$ cat src/rtl/ultrasonic_scan_ctrl_pkg.sv
// Shared types and 50 MHz default timing constants for the ultrasonic scanner.
// Also used by the downstream distance converter.
package ultrasonic_scan_ctrl_pkg;

    typedef enum logic [2:0] {
        S_IDLE,
        S_TRIG,
        S_WAIT,
        S_MEAS,
        S_DONE,
        S_HOLD
    } state_t;

    localparam int DEF_TRIG_CYC    = 500;
    localparam int DEF_TIMEOUT_CYC = 1_000_000;
    localparam int DEF_HOLDOFF_CYC = 3_000_000;
    localparam int DEF_THRESH_CYC  = 29_000;

    function automatic int max_int(input int a, input int b);
        return (a > b) ? a : b;
    endfunction

endpackage

$ cat src/rtl/ultrasonic_scan_ctrl_echo_sync.sv
// Per-bit 2-FF synchronizer for the raw echo pins.
// Rise/fall pulses come from the synchronized value, so both edges see equal latency.
module echo_sync #(
    parameter int N = 2
) (
    input  logic         clk,
    input  logic         rst_n,
    input  logic [N-1:0] d,
    output logic [N-1:0] rise,
    output logic [N-1:0] fall
);

    logic [N-1:0] s1;
    logic [N-1:0] s2;
    logic [N-1:0] s3;

    always_ff @(posedge clk) begin
        if (!rst_n) begin
            s1 <= '0;
            s2 <= '0;
            s3 <= '0;
        end else begin
            s1 <= d;
            s2 <= s1;
            s3 <= s2;
        end
    end

    assign rise = s2 & ~s3;
    assign fall = ~s2 & s3;

endmodule

$ cat src/rtl/ultrasonic_scan_ctrl.sv
// Round-robin HC-SR04 scanner: trigger, time echo, timeout, publish width/presence.
// One shared counter serves trigger, rise wait, echo timing and holdoff.
module ultrasonic_scan_ctrl
    import ultrasonic_scan_ctrl_pkg::*;
#(
    parameter int N_SENS      = 2,
    parameter int W           = 20,
    parameter int TRIG_CYC    = DEF_TRIG_CYC,
    parameter int TIMEOUT_CYC = DEF_TIMEOUT_CYC,
    parameter int HOLDOFF_CYC = DEF_HOLDOFF_CYC,
    parameter int THRESH_CYC  = DEF_THRESH_CYC,
    localparam int SW = (N_SENS > 1) ? $clog2(N_SENS) : 1
) (
    input  logic              clk,
    input  logic              rst_n,
    input  logic              enable,
    input  logic [N_SENS-1:0] echo,
    output logic [N_SENS-1:0] trig,
    output logic [W-1:0]      width,
    output logic [SW-1:0]     width_sel,
    output logic              width_valid,
    output logic              timeout,
    output logic [N_SENS-1:0] present,
    output logic              busy
);

    localparam int CW = max_int(max_int(W, $clog2(HOLDOFF_CYC + 1)),
                                $clog2(TRIG_CYC + 1));

    localparam logic [CW-1:0] TRIG_LAST = CW'(TRIG_CYC - 1);
    localparam logic [CW-1:0] TO_LAST   = CW'(TIMEOUT_CYC - 1);
    localparam logic [CW-1:0] TO_FULL   = CW'(TIMEOUT_CYC);
    localparam logic [CW-1:0] HOLD_LAST = CW'(HOLDOFF_CYC - 1);
    localparam logic [CW-1:0] THRESH    = CW'(THRESH_CYC);

    state_t        state, state_n;
    logic [CW-1:0] cnt, cnt_n;
    logic [SW-1:0] sel, sel_n;
    logic          meas_to, meas_to_n;
    logic [N_SENS-1:0] rise, fall;
    logic          rise_s, fall_s;

    echo_sync #(.N(N_SENS)) u_sync (
        .clk  (clk),
        .rst_n(rst_n),
        .d    (echo),
        .rise (rise),
        .fall (fall)
    );

    assign rise_s = rise[sel];
    assign fall_s = fall[sel];
    assign busy   = (state != S_IDLE);

    always_ff @(posedge clk) begin
        if (!rst_n) begin
            state   <= S_IDLE;
            cnt     <= '0;
            sel     <= '0;
            meas_to <= 1'b0;
        end else begin
            state   <= state_n;
            cnt     <= cnt_n;
            sel     <= sel_n;
            meas_to <= meas_to_n;
        end
    end

    always_comb begin
        state_n   = state;
        cnt_n     = cnt;
        sel_n     = sel;
        meas_to_n = meas_to;
        unique case (state)
            S_IDLE: begin
                cnt_n = '0;
                if (enable) state_n = S_TRIG;
            end
            S_TRIG: begin
                if (cnt == TRIG_LAST) begin
                    cnt_n   = '0;
                    state_n = S_WAIT;
                end else begin
                    cnt_n = cnt + CW'(1);
                end
            end
            // A rise on the terminal-count cycle still starts a measurement.
            S_WAIT: begin
                if (rise_s) begin
                    cnt_n   = CW'(1);
                    state_n = S_MEAS;
                end else if (cnt == TO_LAST) begin
                    cnt_n     = '0;
                    meas_to_n = 1'b1;
                    state_n   = S_DONE;
                end else begin
                    cnt_n = cnt + CW'(1);
                end
            end
            S_MEAS: begin
                if (fall_s) begin
                    meas_to_n = 1'b0;
                    state_n   = S_DONE;
                end else if (cnt == TO_FULL) begin
                    meas_to_n = 1'b1;
                    state_n   = S_DONE;
                end else begin
                    cnt_n = cnt + CW'(1);
                end
            end
            S_DONE: begin
                cnt_n   = '0;
                state_n = S_HOLD;
            end
            S_HOLD: begin
                if (cnt == HOLD_LAST) begin
                    cnt_n   = '0;
                    sel_n   = (sel == SW'(N_SENS - 1)) ? '0 : sel + SW'(1);
                    state_n = enable ? S_TRIG : S_IDLE;
                end else begin
                    cnt_n = cnt + CW'(1);
                end
            end
            default: state_n = S_IDLE;
        endcase
    end

    // In DONE the counter still holds the finished width (0 on a rise timeout).
    always_ff @(posedge clk) begin
        if (!rst_n) begin
            trig        <= '0;
            width       <= '0;
            width_sel   <= '0;
            width_valid <= 1'b0;
            timeout     <= 1'b0;
            present     <= '0;
        end else begin
            trig        <= (state == S_TRIG) ? (N_SENS'(1) << sel) : '0;
            width_valid <= (state == S_DONE);
            if (state == S_DONE) begin
                width        <= cnt[W-1:0];
                width_sel    <= sel;
                timeout      <= meas_to;
                present[sel] <= !meas_to && (cnt < THRESH);
            end
        end
    end

endmodule

$ cat config.mk
export PLATFORM = sky130hd
export DESIGN_NAME = ultrasonic_scan_ctrl
export DESIGN_NICKNAME = d
export VERILOG_FILES = /design/src/rtl/ultrasonic_scan_ctrl_pkg.sv /design/src/rtl/ultrasonic_scan_ctrl_echo_sync.sv /design/src/rtl/ultrasonic_scan_ctrl.sv
export SDC_FILE = /design/constraint.sdc
export NUM_CORES = 1
export LEC_CHECK = 0
export CORE_MARGIN = 2
export CORE_UTILIZATION = 51
export CTS_CLUSTER_SIZE = 12
export DETAILED_ROUTE_END_ITERATION = 6
export GPL_TIMING_DRIVEN = 0
export PLACE_DENSITY = 0.76
export SYNTH_ARGS = -nofsm -noshare
export SYNTH_HDL_FRONTEND = slang
export SYNTH_SLANG_ARGS = --single-unit
$ cat constraint.sdc
create_clock -name clk -period 2.12 [get_ports clk]
set_input_delay 0.212 -clock clk [delete_from_list [all_inputs] [get_ports clk]]
set_output_delay 0.212 -clock clk [all_outputs]
set_load 0.005 [all_outputs]
==> results_dict.tcl, run 1 <==
set metrics [dict create \
    cts_hold_buf 0 \
    layout_common_cells "sky130_fd_sc_hd__nand2_1, sky130_fd_sc_hd__dfxtp_1, sky130_fd_sc_hd__clkdlybuf4s50_1" \
    timing.final.max_slew_violations 0 \
    place.detailed.hpwl_um 5406 \
    clockBufferDepth 2 \
    cap_viol_max_count 0 \
    grt_overflow_total 0 \
    postPlaceCellArea_um2 3412 \
    irDropWorstVdd_uv 600.6 \
    highest_layer "met4" \
    met3WireLength_um 726 \
    worst_r2r_path_depth 7 \
    finish.instance_area_um2 3950 \
    worstSkewPairLatency_ns 0.35 \
    drc 0 \
    antennaDiodeCount 0 \
    endpoint_kind "flop" \
    route.final.wire_length_um 8459 \
    final.setup.worst_slack_ns -0.01897 \
    max_clock_freq_mhz 467.5 \
    place.port_buffers 31 \
    synthToLayoutAreaGrowth_pct 31.16 \
    n_fill_cell 430 \
    die_x_um 80.85 \
    number_of_antenna_violations_at_the_first_check_in_global_routing 0 \
    viasPerCell 5.897 \
    holdWs_ns 0.2079 \
    grt_pass1_wl_um 12870 \
    nets 425 \
    layout.core_utilization 0.7044 \
    setup_violations 1 \
    start_util 0.5370 \
    met2WireLength_um 3824 \
    fin_crit_ns 2.139 \
    cts_buffers 9 \
    synth.distinct_cells 57 \
    hp-class "in -> reg" \
    finalWeightedCongestion 0.9475 \
    mappedNetlistArea_um2 3012 \
    met1Wirelength_um 3572 \
    num_vias 2907 \
    final_antenna_net_count 0 \
    cts.clk_slew.worst_paths_ns 0.06 \
    place_worst_setup_slack_ns -0.6382 \
    worstMarginPinSlew_ns 0.5039 \
    worst-path-max-fanout 6 \
    violations "setup timing" \
    p_per_cell_area_nw_per_um2 706.6 \
    power.leakage_nw 1.308 \
    grt_util_all_layers 0.2591 \
    ys_async_sr_fraction 0 \
    floorplan.io_pins 33 \
    synth_fp_nets 366 \
    crit_arrival_ns 2.39 \
    via_count_of_the_first_global_routing_pass 2654 \
    category_of_the_worst_setup_path_launch_point "flop" \
    post_synth_inst_count 358 \
    numClockSinks 60 \
    layout-drive-gt1-share 0.2233 \
    postSynthAreaPerCell_um2 8.412 \
    die-height_um 80.85 \
    cts_root_buf "sky130_fd_sc_hd__clkbuf_8" \
    drt-wirelength-per-cell_um 17.16 \
    drt_pre_antenna_iters 7 \
    final_hold_viol_count 0 \
    timing.final.crit_share 1.009 \
    synth-seq-cells 60 \
    drt_iter0_drc 302 \
    ys.flop_type "sky130_fd_sc_hd__dfxtp_1" \
    grt_start_max_net_pins 11 \
    fraction_of_the_yosys_area_taken_by_sequential_cells 0.3988 \
    dieArea_um2 6536 \
    timing.hold.worst_path_depth 3 \
    worstPathRequired_ns 2.37 \
    most_common_library_cell_in_the_layout_ignoring_fill_and_taps "sky130_fd_sc_hd__nand2_1" \
    outcome "complete, but fails checks" \
    core_region_area_um2 5608 \
    yosys_warnings 0 \
    h-tree-depth 3 \
    tritoncts "yes" \
    rsz0062_at_grt "true" \
    criticalPathCategory "reg -> reg" \
    rows 27 \
    synth-edff-count 0 \
    finalClockSkew_ns 0.008780 \
    relSlewSlack 0.6633 \
]
[power by group]
part	leakage [nW]	total, W	internal, W	switching [W]
clock network	0.0935	0.00100	0.000568	0.000436
logic	0.725	0.000589	0.000275	0.000314
registers	0.490	0.00120	0.00116	0.0000384
[synth_stat cells (all sizes together), types with 7 or more instances]
master | number | area share
nor3b | 7 | 0.017
nand3 | 10 | 0.017
a21oi | 7 | 0.013
nand4 | 13 | 0.027
xnor2 | 11 | 0.032
buf | 11 | 0.028
dfxtp | 60 | 0.40
nor4 | 7 | 0.015
clkbuf | 18 | 0.031
o21ai | 9 | 0.016
nor2 | 28 | 0.035
a21boi | 27 | 0.067
nand2 | 63 | 0.079
and2 | 9 | 0.019
nor3 | 15 | 0.029
[cells by family (layout without fill, tap and decap cells)]
logic type / after synthesis / count (layout) / share of synthesized area
XOR/XNOR: 17 / 17 / 0.04944
buffers and inverters: 34 / 96 / 0.06813
adder cells (fa/ha/maj): 3 / 3 / 0.01246
flip-flops: 60 / 60 / 0.3988
AND/OR/NAND/NOR: 176 / 176 / 0.3041
AO/OA/AOI/OAI: 68 / 69 / 0.1670
[sequential cells by signal, summed over array words and instances (netlist names)]
name and flops:
width_valid 1, present 2, sel 1, width 20
state 3, width_sel 1, trig 2, u_sync.s2 2
cnt 22, timeout 1, meas_to 1, u_sync.s3 2
u_sync.s1 2
[what timing repair did]
item,4_1_cts,5_1_grt
endpoints found under the setup margin,26,28
cloned,1,1
gates resized for setup,25,35
setup buffers,13,8
pin swaps,19,14
[critical path: stages, from the launching register on]
cell                      delay, ns
sky130_fd_sc_hd__dfxtp_1       0.49
sky130_fd_sc_hd__and4_2        0.37
sky130_fd_sc_hd__nand4_1       0.24
sky130_fd_sc_hd__o21ai_4       0.31
sky130_fd_sc_hd__buf_4         0.17
sky130_fd_sc_hd__o31ai_4       0.06
sky130_fd_sc_hd__buf_6         0.14
sky130_fd_sc_hd__nor4_1        0.26
[final cells by class]
class / count / area (µm²) / area share
Multi-Input combinational cell: 265 / 1775 / 0.4495
Sequential cell: 60 / 1219 / 0.3085
Clock inverter: 2 / 35.03 / 0.008869
Tap cell: 72 / 90.09 / 0.02281
Timing Repair Buffer: 53 / 490.5 / 0.1242
Inverter: 4 / 15.01 / 0.003801
Buffer: 24 / 176.4 / 0.04466
Clock buffer: 13 / 148.9 / 0.03769
[final timing paths]
path         slack, ns                     from                       to
min reg2reg       0.43  u_sync.s1[0]$_SDFF_PN0_  u_sync.s2[0]$_SDFF_PN0_
min               0.21                    rst_n      cnt[1]$_SDFFE_PN0P_
max reg2reg      -0.02     cnt[18]$_SDFFE_PN0P_     cnt[15]$_SDFFE_PN0P_
max              -0.02     cnt[18]$_SDFFE_PN0P_     cnt[15]$_SDFFE_PN0P_
[routing by layer]
metal | global-route usage | vias to the layer above
met3 | 0.05222 | 39
met2 | 0.4182 | 165
met5 | 0 | -
li1 | - | 1373
met4 | 0.1271 | 0
met1 | 0.3301 | 1330
[through the flow]
| step | setup TNS (ns) | std cells | total power, W |
|---|---|---|---|
| floorplan | 0 | 358 | 0.001516 |
| global placement | -11.08 | 461 | 0.001636 |
| detailed placement | -11.26 | 461 | 0.001645 |
| CTS | -0.07292 | 487 | 0.002741 |
| global route | -0.2550 | 493 | 0.002882 |
| finish | -0.01897 | 493 | 0.002791 |
Note: power is estimated with default switching activity, not from simulation.
==> run 2: changes to the inputs <==
Settings changed: ABC_CLOCK_PERIOD_IN_PS set to 2120.
==> results of run 2 <==
No change in the layout: final DEF, timing and power equal those of run 1.
